--- config.mk ---
export PLATFORM = sky130hd
export DESIGN_NAME = seg7_scan
export DESIGN_NICKNAME = d
export VERILOG_FILES = /design/src/rtl/seg7_scan.sv
export SDC_FILE = /design/constraint.sdc
export NUM_CORES = 1
export LEC_CHECK = 0
export CAP_MARGIN = 20
export CELL_PAD_IN_SITES_DETAIL_PLACEMENT = 0
export CELL_PAD_IN_SITES_GLOBAL_PLACEMENT = 2
export CORE_ASPECT_RATIO = 1.25
export CORE_MARGIN = 2
export CORE_UTILIZATION = 34
export CTS_BUF_LIST = sky130_fd_sc_hd__clkbuf_16
export DETAILED_ROUTE_END_ITERATION = 10
export HOLD_SLACK_MARGIN = 0.05
export PLACE_DENSITY = 0.77
export SETUP_SLACK_MARGIN = 0.15
export SLEW_MARGIN = 15
export SYNTH_ARGS = -nofsm -noshare
export SYNTH_HDL_FRONTEND = slang
export SYNTH_SLANG_ARGS = --single-unit
--- constraint.sdc ---
create_clock -name clock -period 3.6 [get_ports clock]
set_input_delay 0.72 -clock clock [delete_from_list [all_inputs] [get_ports clock]]
set_output_delay 0.72 -clock clock [all_outputs]
set_load 0.05 [all_outputs]
--- src/rtl/seg7_scan.sv ---
// seg7_scan: multiplexed hex 7-segment driver. Scans one digit per dwell
// period on the clken strobe, with a blank tick between digits.
module seg7_scan #(
  parameter int unsigned DIGITS     = 4,
  parameter int unsigned DWELL      = 2,
  parameter int unsigned ACTIVE_LOW = 1
) (
  input  logic                clock,
  input  logic                reset,
  input  logic                clken,
  input  logic                enable,
  input  logic [4*DIGITS-1:0] value,
  input  logic [DIGITS-1:0]   dp,
  input  logic                lz_blank,
  output logic [6:0]          seg,
  output logic                dp_out,
  output logic [DIGITS-1:0]   an,
  output logic                frame
);

  localparam int unsigned IW  = (DIGITS > 1) ? $clog2(DIGITS) : 1;
  localparam int unsigned CW  = (DWELL > 1) ? $clog2(DWELL + 1) : 1;
  localparam logic        OFF = (ACTIVE_LOW != 0);

  typedef enum logic {BLANK, ON} phase_t;

  phase_t              phase, phase_next;
  logic [IW-1:0]       idx, idx_next;
  logic [CW-1:0]       cnt, cnt_next;
  logic [4*DIGITS-1:0] sval, sval_next;
  logic [DIGITS-1:0]   sdp, sdp_next;
  logic                frame_next;
  logic [6:0]          seg_on, seg_next;
  logic                dp_on, dp_next;
  logic [DIGITS-1:0]   an_on, an_next;

  function automatic logic [6:0] hex7(input logic [3:0] n);
    case (n)
      4'h0: hex7 = 7'h3F;  4'h1: hex7 = 7'h06;  4'h2: hex7 = 7'h5B;  4'h3: hex7 = 7'h4F;
      4'h4: hex7 = 7'h66;  4'h5: hex7 = 7'h6D;  4'h6: hex7 = 7'h7D;  4'h7: hex7 = 7'h07;
      4'h8: hex7 = 7'h7F;  4'h9: hex7 = 7'h6F;  4'hA: hex7 = 7'h77;  4'hB: hex7 = 7'h7C;
      4'hC: hex7 = 7'h39;  4'hD: hex7 = 7'h5E;  4'hE: hex7 = 7'h79;  default: hex7 = 7'h71;
    endcase
  endfunction

  always_comb begin
    phase_next = phase;
    idx_next   = idx;
    cnt_next   = cnt;
    sval_next  = sval;
    sdp_next   = sdp;
    frame_next = 1'b0;
    if (!enable) begin
      phase_next = BLANK;
      idx_next   = '0;
      cnt_next   = '0;
    end else if (clken) begin
      case (phase)
        BLANK: begin
          phase_next = ON;
          cnt_next   = '0;
          // shadow loads only at frame start so a frame never tears
          if (idx == '0) begin
            sval_next = value;
            sdp_next  = dp;
          end
        end
        default: begin
          if (cnt == CW'(DWELL - 1)) begin
            phase_next = BLANK;
            cnt_next   = '0;
            if (idx == IW'(DIGITS - 1)) begin
              idx_next   = '0;
              frame_next = 1'b1;
            end else begin
              idx_next = idx + 1'b1;
            end
          end else begin
            cnt_next = cnt + 1'b1;
          end
        end
      endcase
    end

    // outputs are decoded from next state so they change on the same edge
    seg_on = '0;
    dp_on  = 1'b0;
    an_on  = '0;
    if (phase_next == ON) begin
      for (int unsigned i = 0; i < DIGITS; i++) begin
        if (idx_next == IW'(i)) begin
          an_on[i] = 1'b1;
          dp_on    = sdp_next[i];
          if (!(i != 0 && lz_blank && (sval_next >> (4 * i)) == '0))
            seg_on = hex7(sval_next[4*i +: 4]);
        end
      end
    end
    seg_next = {7{OFF}} ^ seg_on;
    dp_next  = OFF ^ dp_on;
    an_next  = {DIGITS{OFF}} ^ an_on;
  end

  always_ff @(posedge clock) begin
    if (reset) begin
      phase  <= BLANK;
      idx    <= '0;
      cnt    <= '0;
      sval   <= '0;
      sdp    <= '0;
      frame  <= 1'b0;
      seg    <= {7{OFF}};
      dp_out <= OFF;
      an     <= {DIGITS{OFF}};
    end else begin
      phase  <= phase_next;
      idx    <= idx_next;
      cnt    <= cnt_next;
      sval   <= sval_next;
      sdp    <= sdp_next;
      frame  <= frame_next;
      seg    <= seg_next;
      dp_out <= dp_next;
      an     <= an_next;
    end
  end

endmodule

Word level (Yosys, flattened, before mapping)
Memories as Yosys holds them, arrays and structs flattened.
Cells that the tools add are included.
{ "word_totals": {"regBits": 38, "latchBits": 0, "ram_bits": 0, "romBits": 448, "input_bits": 25, "output_inout_bits": 13, "mem_count": 4} }
{ "op_classes": {"n_addsub": 2, "n_mul": 0, "div": 0, "order_cmp": 0, "eq_ne": 5, "shift": 0, "mux": 38, "n_bitwise": 7, "n_reduce_logical": 10} }
{ "mem_list": {"columns": ["memory", "depth", "word_bits", "read_ports", "rd_ports_with_merged_regs", "wr", "line", "source"], "rows": [
  ["(no name shown)", 16, 7, 1, 0, 0, "38", "case (n)"],
  ["(no name shown)", 16, 7, 1, 0, 0, "38", null],
  ["(no name shown)", 16, 7, 1, 0, 0, "38", null],
  ["(no name shown)", 16, 7, 1, 0, 0, "38", null]
]} }
{ "op_table": {"columns": ["operator", "n"], "rows": [
  ["16-bit 2-to-1 mux", 4],
  ["7-bit 2-to-1 mux", 8],
  ["16-bit zero test", 3],
  ["4-bit 2-to-1 mux", 5],
  ["1-bit 2-to-1 mux", 14],
  ["2-bit 2-to-1 mux", 7],
  ["7-bit NOT", 1],
  ["2-bit equality test, second input constant", 3],
  ["1-bit NOT", 5],
  ["5-bit OR reduction", 1],
  ["2-bit by 1-bit adder with 2-bit output, second input constant", 2],
  ["2-bit by 1-bit equality test with 1-bit output, second input constant", 2],
  ["2-bit zero test", 2],
  ["4-bit NOT", 1],
  ["1-bit logical AND", 3],
  ["2-bit OR reduction", 1]
]} }

Depth between registers and ports, before layout
Gate-level depths: netlist of the first run.
{ "depth": {"ltp_word": 16, "mapped_depth": 16} }

Worst setup path after synthesis of the first run
Ideal clock, no wire load.
{ "synth_path": {"path_kind": "input-to-reg", "start": "in clken", "end": "reg seg[5]", "setup_time_ps": 146, "arrival_ps": 3093, "slack_ps": 362, "path_stages": 14, "path_buffers": 6, "path_cell_list": "buf_2 and4b_1 buf_6 buf_8 buf_6 buf_4 mux2i_1 ha_1 and2_1 and3_1 clkbuf_1 nor2_1 a211oi_1 a22oi_1"} }
{ "synth_between": {"elab_chain_cells": 12} }
{ "synth_lines": {"columns": ["item", "line", "source"], "rows": [
  ["start: declaration", "10", "input logic clken,"],
  ["16-bit 2-to-1 mux or 2-bit 2-to-1 mux (tied branches)", "57", "end else if (clken) begin"],
  ["16-bit 2-to-1 mux or 2-bit 2-to-1 mux (tied branches)", "53", "if (!enable) begin"],
  ["memory 16 x 7 bit (tied with other cells)", null, null],
  ["7-bit 2-to-1 mux or 1-bit logical AND (tied branches)", "91, 94", null],
  ["7-bit 2-to-1 mux", "94", "if (!(i != 0 && lz_blank && (sval_next >> (4 * i)) == '0))"],
  ["7-bit 2-to-1 mux", "91", "if (idx_next == IW'(i)) begin"],
  ["7-bit 2-to-1 mux", "94", null],
  ["7-bit 2-to-1 mux", "91", null],
  ["7-bit 2-to-1 mux", "94", null],
  ["7-bit 2-to-1 mux", "91", null],
  ["7-bit 2-to-1 mux *", "89", "if (phase_next == ON) begin"],
  ["7-bit NOT (no source line) *", null, null],
  ["end signal: assignment", "112", "seg <= {7{OFF}};"],
  ["end signal: assignment", "122", "seg <= seg_next;"],
  ["end: declaration", "15", "output logic [6:0] seg,"]
]} }
Every way passes the cells marked *; elsewhere a longest branch is shown, timed or not.
A chain may end at the register's enable or synchronous reset.

Final worst setup path of the first run
{ "layout_path": {"start": "in clken", "end": "reg seg[6]"} }
The elaborated chain is that of the path after synthesis.

==> results of run 1 <==
-- stage by stage --
step	cell area [µm²]	instances	hold slack (ps)	power (mW)
floorplan	3070	373	443	0.684
global placement	3690	537	461	0.809
detailed placement	3690	537	458	0.807
CTS	3830	545	481	1.25
global route	3830	545	517	1.30
finish	3830	545	479	1.24
-- metal layers --
layer	global-route usage, %	up-vias
met5	0	-
met4	5.33	0
met3	3.05	17
met2	32.2	54
met1	22.8	1332
li1	-	1460
-- worst paths after layout --
kind / to / start / depth (start not counted)
setup / recovery: seg[6] / clken / 10
hold / removal: cnt[1] / cnt[1] / 1
setup reg to reg: seg[6] / idx[0] / 11
hold reg to reg: cnt[1] / cnt[1] / 1
-- layout make-up --
cell class	instances	area, µm²
multi-input combinational	297	2130
inverter	19	71.3
tap	120	150
clock buffer	5	125
fill	904	4870
sequential	38	761
timing repair buffer	63	578
clock inverter	3	16.3
-- flip-flops by register name, summed over array words and instances, names as in the netlist --
register,flops
an,4
cnt,2
dp_out,1
frame,1
idx,2
phase,1
sdp,4
seg,7
sval,16
-- kinds of logic after synthesis --
kind of cell / Yosys count
AOI/OAI and AO/OA: 88
xor gates and xnor gates: 3
adders and majority gates: 25
buffers and inverters: 38
DFF: 38
muxes: 44
and+or+nand+nor: 137
-- worst reg2reg max path, cell delays in order, from the launching register on --
cell      delay, ps
dfxtp_1         460
inv_1           130
ha_1            220
and4b_2         310
mux2i_1         270
ha_1            250
nor3b_1         210
mux2i_1         120
nand4b_1        250
o21ai_2         350
nor2_1           70
o31ai_1         340
-- power groups by stage --
stage               Sequential [mW]  Clock (mW)  Combinational (mW)
floorplan                     0.471           0               0.213
global placement              0.461           0               0.349
detailed placement            0.461           0               0.347
CTS                           0.451       0.452               0.348
global route                  0.454       0.468               0.380
finish                        0.451       0.441               0.348
-- placed cells by master (no fill, tap or decap), types with 5 or more instances in the layout --
cell type        count
nand3b_1             5
nor3_1               9
nand3_1             13
ha_1                25
clkdlybuf4s50_1     37
buf_4               25
inv_1               18
clkbuf_16            5
a211oi_1             6
dfxtp_1             38
mux2i_1             29
a21oi_1             19
mux2_2               8
o211ai_1             7
nand2_1             40
nand2b_1             7
o21ai_0             13
nand4b_1             5
nor2_1              37
==> results.py, run 1 <==
metrics = {
    "finish": {
        "num_antenna_cells": 0,
        "layout-drive-gt1-share_pct": 12.5,
        "fin_nets": 474,
        "final_core_utilization_pct": 44.0,
        "syn_to_final_growth_pct": 24.9,
    },
    "synthesis": {
        "yosysUniqueCellTypes": 65,
        "synth_top_area_share_pct": 24.8,
        "yosysMostFrequentCell": "nand2_1",
        "synth_nets": 423,
        "synth_top_family_by_area": "simple AND/OR/NAND/NOR gates",
        "yosys.area.top_type": "dfxtp_1",
        "muxShareOfSynthArea_pct": 15.8,
        "yosys_most_used_dff": "dfxtp_1",
        "synth-xor-area-share_pct": 0.857,
        "synthTopCellsByArea": "dfxtp_1 25%, ha_1 10%, mux2i_1 9.5%",
        "synthArstFlopShare_pct": 0,
        "synthTopCellsByCount": "40 x nand2_1, 38 x dfxtp_1, 37 x nor2_1",
        "yosys.area_share.simple_pct": 21.8,
        "yosys_warnings": 0,
        "synth-compound-area-share_pct": 20.7,
        "syn_inst": 373,
        "synth-seq-area-share_pct": 24.8,
        "syn_avg_cell_area_um2": 8.22,
        "syn_area_um2": 3070,
        "synthAdderAreaFrac_pct": 10.2,
        "synth_edf_count": 0,
        "ys_ff_latch": 38,
    },
    "critical_path": {
        "crit_buf_inv": 1,
        "arrival_ps": 3490,
        "endpoint_kind": "flip-flop",
        "path_class": "in -> reg",
        "cp_max_fo": 7,
        "critical_path.cell_chain": "clkdlybuf4s50_1 -> and4b_2 -> mux2i_1 -> ha_1 -> nor3b_1 -> mux2i_1 -> nand4b_1 -> o21ai_2 -> nor2_1 -> o31ai_1",
        "rrSetupSlack_ps": 490,
        "startpoint_type": "input port",
        "cp_slowest_cell": "clkdlybuf4s50_1",
        "critPathMaxStageDelay_ps": 480,
        "critical_path_required_ps": 3750,
        "critPathMostFrequentCell": "mux2i_1",
        "cp_top_family": "simple AND/OR/NAND/NOR gates",
    },
    "drt": {
        "drt-initial-drc-count": 60,
        "dr_total_vias": 2863,
        "detail-route-antenna-nets": 0,
        "drt-pass1-iter-count": 5,
        "routed_wl_um": 8660,
        "met2_length_um": 4230,
        "post_drt_via_cell_ratio": 5.25,
        "drc_errors": 0,
        "routedWlPerCell_um": 15.9,
        "m1WireLength_um": 3920,
        "wl_met3_um": 306,
        "top_layer_used": "met4",
    },
    "floorplan": {
        "rows": 38,
        "initial_core_util_pct": 35.2,
        "die_w_um": 88.9,
        "core_um2": 8700,
        "die_h_um": 110,
        "die-area_um2": 9800,
        "io_pins": 38,
    },
    "power": {
        "ir_worst_vdd_mv": 0.197,
        "power.leakage_nw": 1.58,
        "internal_power_uw": 848,
        "p_seq_share_pct": 36.4,
        "switching_share_pct": 31.6,
        "switchingPower_uw": 392,
        "power.density_nw_per_um2": 324,
        "clkPwrFrac_pct": 35.6,
        "pwr-share-comb_pct": 28.0,
    },
    "status": {
        "status": "finished clean",
    },
    "clocking": {
        "hold_buffers": 0,
        "cts.htree.levels": 2,
        "cts_buffers": 5,
        "clkLatencyLatePin_ps": 280,
        "post_cts_resized": 0,
        "cts_buffer_depth": 2,
        "ctsRootBufferMaster": "clkbuf_16",
        "cts_sinks": 38,
        "postCtsSetupBuffers": 0,
        "clkTransAtPathRegs_ps": 60,
        "cts_tree": "built",
    },
    "place": {
        "dp_slack_ps": 14.4,
        "portBuffers": 37,
        "place_congestion": 0.831,
        "hpwlAfterDp_um": 6660,
    },
    "sta": {
        "fmaxAchievable_ghz": 0.299,
        "fin_tns_setup_ps": 0,
        "relSlewSlack_pct": 49.0,
        "finalHoldViolations": 0,
        "slew_violations": 0,
        "finalCritPeriodShare_pct": 92.8,
        "finalCriticalPeriod_ps": 3340,
        "rsz0062_at_grt": "false",
        "setup_ws_ps": 258,
        "worst_pin_slew_ps": 762,
        "fin_worst_skew_ps": 4.48,
        "setup_violations": 0,
    },
    "worst_hold_path": {
        "hp-class": "reg -> reg",
    },
    "grt": {
        "grt_max_degree": 28,
        "grt_overflow": 0,
        "grt_pass1_vias": 2829,
        "antenna_found_initial": 0,
        "groute.usage.overall_pct": 18.3,
        "grt_pass1_wl_um": 14000,
    },
    "flow_run": {
        "maxCapViolations": 0,
    },
}
Power figures use the tool's default switching activity.
==> run 2, diff against run 1 <==
Settings changed: CAP_MARGIN 20 to default, CTS_CLUSTER_DIAMETER from default to 120, MAX_ROUTING_LAYER from default to met4.
==> run 2 against run 1 <==
Sequential power about the same; largest cell class unchanged; combinational power about the same; largest power group unchanged; clock power about the same; global-route usage increased by 0.52 points; final cell count unchanged; worst setup slack about the same; first-iteration DRC count increased by 5.0%; register-to-register slack about the same; worst hold slack about the same; critical path depth unchanged; cell area unchanged; die area unchanged.
==> results.py, run 2 (synthesis gave the netlist of run 1 again) <==
metrics = {
    "status": {
        "status": "finished clean",
    },
    "critical_path": {
        "path_class": "in -> reg",
        "cp_max_fo": 7,
        "critPathMostFrequentCell": "mux2i_1",
        "cp_slowest_cell": "clkdlybuf4s50_1",
        "endpoint_kind": "flip-flop",
        "ff2ff_path_depth": 11,
        "critPathMaxStageDelay_ps": 480,
        "arrival_ps": 3490,
        "critical_path.cell_chain": "clkdlybuf4s50_1 -> and4b_2 -> mux2i_1 -> ha_1 -> nor3b_1 -> mux2i_1 -> nand4b_1 -> o21ai_2 -> nor2_1 -> o31ai_1",
        "critical_path_required_ps": 3750,
        "startpoint_type": "input port",
    },
    "finish": {
        "final_core_utilization_pct": 44.0,
        "syn_to_final_growth_pct": 24.9,
        "final_common_cell": "nand2_1",
        "largest_reg_flops": 16,
        "top_register": "sval",
        "num_antenna_cells": 0,
        "layout-drive-gt1-share_pct": 12.5,
        "fin_nets": 474,
        "reg_top3": "sval x16, seg x7",
        "stdcell_area_um2": 3830,
        "final_cell_mix": "40 x nand2_1, 38 x dfxtp_1, 37 x nor2_1, 37 x clkdlybuf4s50_1, 29 x mux2i_1",
        "layout.cells.non_filler": 545,
    },
    "place": {
        "place_inst": 537,
        "portBuffers": 37,
        "dp_slack_ps": 14.4,
        "place_congestion": 0.843,
        "place_area_um2": 3690,
        "hpwlAfterDp_um": 6660,
    },
    "sta": {
        "finalCritPeriodShare_pct": 92.8,
        "worst_pin_slew_ps": 782,
        "fin_worst_skew_ps": 4.21,
        "setup_violations": 0,
        "setup_ws_ps": 258,
        "fin_tns_setup_ps": 0,
        "finalHoldViolations": 0,
        "whs_ps": 478,
        "slew_violations": 0,
        "fmaxAchievable_ghz": 0.299,
        "relSlewSlack_pct": 47.6,
        "rsz0062_at_grt": "false",
        "finalCriticalPeriod_ps": 3340,
    },
    "floorplan": {
        "rows": 38,
        "die-area_um2": 9800,
        "initial_core_util_pct": 35.2,
        "die_h_um": 110,
        "core_um2": 8700,
        "die_w_um": 88.9,
        "io_pins": 38,
    },
    "power": {
        "power.leakage_nw": 1.58,
        "p_total_mw": 1.24,
        "power.density_nw_per_um2": 324,
        "ir_worst_vdd_mv": 0.196,
    },
    "clocking": {
        "clkLatencyLatePin_ps": 280,
        "clkTransAtPathRegs_ps": 60,
        "cts_sinks": 38,
        "cts_tree": "built",
        "ctsRootBufferMaster": "clkbuf_16",
        "postCtsSetupBuffers": 0,
        "hold_buffers": 0,
        "cts.htree.levels": 2,
        "post_cts_resized": 0,
        "cts_buffer_depth": 2,
        "cts_buffers": 5,
    },
    "drt": {
        "dr_total_vias": 2880,
        "detail-route-antenna-nets": 0,
        "drt-initial-drc-count": 63,
        "routedWlPerCell_um": 16.0,
        "post_drt_via_cell_ratio": 5.28,
        "drt-pass1-iter-count": 4,
        "routed_wl_um": 8700,
        "drc_errors": 0,
    },
    "grt": {
        "antenna_found_initial": 0,
        "grt_pass1_vias": 2832,
        "grt_pass1_wl_um": 14000,
        "grt_overflow": 0,
        "groute.usage.overall_pct": 18.9,
        "grt_max_degree": 28,
    },
    "worst_hold_path": {
        "min_delay_path_depth": 1,
        "hp-class": "reg -> reg",
    },
    "flow_run": {
        "maxCapViolations": 0,
    },
}
## run 2: cell counts in the layout (fill, tap and decap cells not counted)
Identical to the previous run, type by type.
## run 2: area by class of cell
| type | count | area [µm²] |
|---|---|---|
| inverter | 19 | 71.3 |
| tap | 120 | 150 |
| multi-input combinational | 297 | 2130 |
| clock inverter | 3 | 16.3 |
| clock buffer | 5 | 125 |
| timing repair buffer | 63 | 578 |
| fill | 904 | 4870 |
| sequential | 38 | 761 |
## run 2: path summary, 6_finish.rpt
path           from  slack [ps]  endpoint
max           clken         260    seg[6]
max reg2reg  idx[0]         500    seg[6]
min reg2reg  cnt[1]         480    cnt[1]
min          cnt[1]         480    cnt[1]
## run 2: per-layer routing
| layer | GRT usage (%) | wire length (µm) | up-vias |
|---|---|---|---|
| met5 | - | 0 | - |
| met4 | 5.33 | 204 | 0 |
| met3 | 2.90 | 264 | 17 |
| met2 | 32.4 | 4200 | 57 |
| met1 | 22.8 | 4040 | 1346 |
| li1 | - | - | 1460 |
## run 2: worst max-delay path, delay by kind of cell
kind                       cells  cell delay, ps
AOI/OAI and AO/OA              2             680
buffers and inverters          1             480
muxes                          2             430
adders and majority gates      1             250
and+or+nand+nor                4             910
## run 2: report_power, final
| part | internal, mW | switching, mW |
|---|---|---|
| registers | 0.437 | 0.0143 |
| clock network | 0.253 | 0.185 |
| logic | 0.157 | 0.191 |
| total | 0.848 | 0.391 |
==> run 3, diff against run 2 <==
Settings changed: CORE_UTILIZATION 34 to 36, PLACE_DENSITY 0.77 to 0.81.
Clock period 3.6 ns to 3.95 ns, I/O delays scaled along.
==> run 3 against run 2 <==
Global-route usage increased by 0.97 points; final cell count down 5.1%; via count is 0.52% higher; sequential cell count unchanged; worst hold slack improved by 3.5 ps; sequential power decreased by 8.6%; critical path type unchanged; highest routed layer unchanged.
==> results.py, run 3 (synthesis gave the netlist of run 1 again) <==
metrics = {
    "clocking": {
        "cts_tree": "built",
        "cts.htree.levels": 2,
        "clkLatencyLatePin_ps": 280,
        "hold_buffers": 0,
        "cts_buffers": 5,
        "clkTransAtPathRegs_ps": 60,
        "post_cts_resized": 0,
        "postCtsSetupBuffers": 0,
        "cts_buffer_depth": 2,
        "cts_sinks": 38,
        "ctsRootBufferMaster": "clkbuf_16",
    },
    "sta": {
        "finalCritPeriodShare_pct": 83.9,
        "worst_pin_slew_ps": 750,
        "fin_worst_skew_ps": 4.10,
        "slew_violations": 0,
        "relSlewSlack_pct": 49.8,
        "fmaxAchievable_ghz": 0.302,
        "finalCriticalPeriod_ps": 3310,
        "fin_tns_setup_ps": 0,
        "finalHoldViolations": 0,
        "rsz0062_at_grt": "false",
        "setup_violations": 0,
    },
    "drt": {
        "routed_wl_um": 8570,
        "post_drt_via_cell_ratio": 5.60,
        "detail-route-antenna-nets": 0,
        "drt-pass1-iter-count": 5,
        "drt-initial-drc-count": 76,
        "dr_total_vias": 2895,
        "routedWlPerCell_um": 16.6,
        "drc_errors": 0,
    },
    "floorplan": {
        "io_pins": 38,
        "die_h_um": 107,
        "die_w_um": 86.5,
        "core_um2": 8240,
        "rows": 37,
        "die-area_um2": 9270,
        "initial_core_util_pct": 37.2,
    },
    "grt": {
        "groute.usage.overall_pct": 19.8,
        "grt_max_degree": 23,
        "grt_pass1_vias": 2746,
        "antenna_found_initial": 0,
        "grt_overflow": 0,
        "grt_pass1_wl_um": 14100,
    },
    "worst_hold_path": {
        "min_delay_path_depth": 1,
        "hp-class": "reg -> reg",
    },
    "place": {
        "portBuffers": 37,
        "hpwlAfterDp_um": 6650,
        "place_area_um2": 3610,
        "place_congestion": 0.899,
    },
    "critical_path": {
        "critical_path_required_ps": 4150,
        "startpoint_type": "input port",
        "arrival_ps": 3510,
        "path_class": "in -> reg",
        "cp_max_fo": 7,
        "ff2ff_path_depth": 11,
        "endpoint_kind": "flip-flop",
    },
    "finish": {
        "multiInputGateArea_um2": 2130,
        "stdcell_area_um2": 3800,
        "top_register": "sval",
        "layout-drive-gt1-share_pct": 11.4,
        "largest_reg_flops": 16,
        "final_cell_mix": "40 x nand2_1, 38 x dfxtp_1, 37 x nor2_1, 37 x clkdlybuf4s50_1, 29 x mux2i_1",
        "final_core_utilization_pct": 46.1,
        "ff_latch_area_um2": 761,
        "fill_cells": 841,
        "final_common_cell": "nand2_1",
        "num_antenna_cells": 0,
        "fin_nets": 469,
        "syn_to_final_growth_pct": 23.8,
        "reg_top3": "sval x16, seg x7",
    },
    "power": {
        "power.leakage_nw": 1.57,
        "power.density_nw_per_um2": 328,
        "ir_worst_vdd_mv": 0.169,
    },
    "flow_run": {
        "maxCapViolations": 0,
    },
    "status": {
        "status": "finished clean",
    },
}
## run 3: changes by cell type in the layout (fill, tap and decap cells not counted)
cell        before  now
buf_4           25   21
clkinvlp_4       1    0
clkinv_2         1    0
buf_12           1    0
bufinv_16        0    2
## run 3: critical path, stage by stage
cell and delay, ps:
clkdlybuf4s50_1 480, and4b_2 370, mux2i_2 330, ha_1 240, nor3b_1 210, mux2i_1 120
nand4b_1 270, o21ai_2 350, o211ai_1 160, a22oi_1 190
## run 3: path summary, 6_finish.rpt
| check | slack (ps) | endpoint | startpoint |
|---|---|---|---|
| max reg2reg | 910 | seg[0] | idx[0] |
| min | 480 | cnt[1] | cnt[1] |
| max | 640 | seg[0] | clken |
| min reg2reg | 480 | cnt[1] | cnt[1] |
## run 3: area by class of cell
type,instances,area share [%]
Multi-Input combinational cell,297,56.0
Clock buffer,5,3.30
Clock inverter,3,1.68
Sequential cell,38,20.0
Tap cell,97,3.20
Timing Repair Buffer,58,13.9
Inverter,19,1.88
## run 3: per-layer routing
metal	up-vias	track usage (%)	share of wire, %
li1	1448	-	-
met1	1352	25.0	44
met2	78	32.4	49
met3	17	2.46	4.0
met4	0	7.37	2.4
met5	-	-	0
## run 3: per-stage QoR
| step | hold WS [ps] | setup slack, ps | instances | total power, mW |
|---|---|---|---|---|
| after floorplan | 443 | 642 | 373 | 0.624 |
| after global placement | 463 | 428 | 509 | 0.733 |
| after detailed placement | 467 | 376 | 509 | 0.731 |
| after CTS | 484 | 642 | 517 | 1.26 |
| after global routing | 497 | 396 | 517 | 1.31 |
| final | 482 | 636 | 517 | 1.24 |
## run 3: report_power, final
group / internal, mW / leakage (nW) / switching [mW]
Sequential: 0.398 / 0.310 / 0.0131
Combinational: 0.139 / 1.17 / 0.174
Clock: 0.360 / 0.0915 / 0.160
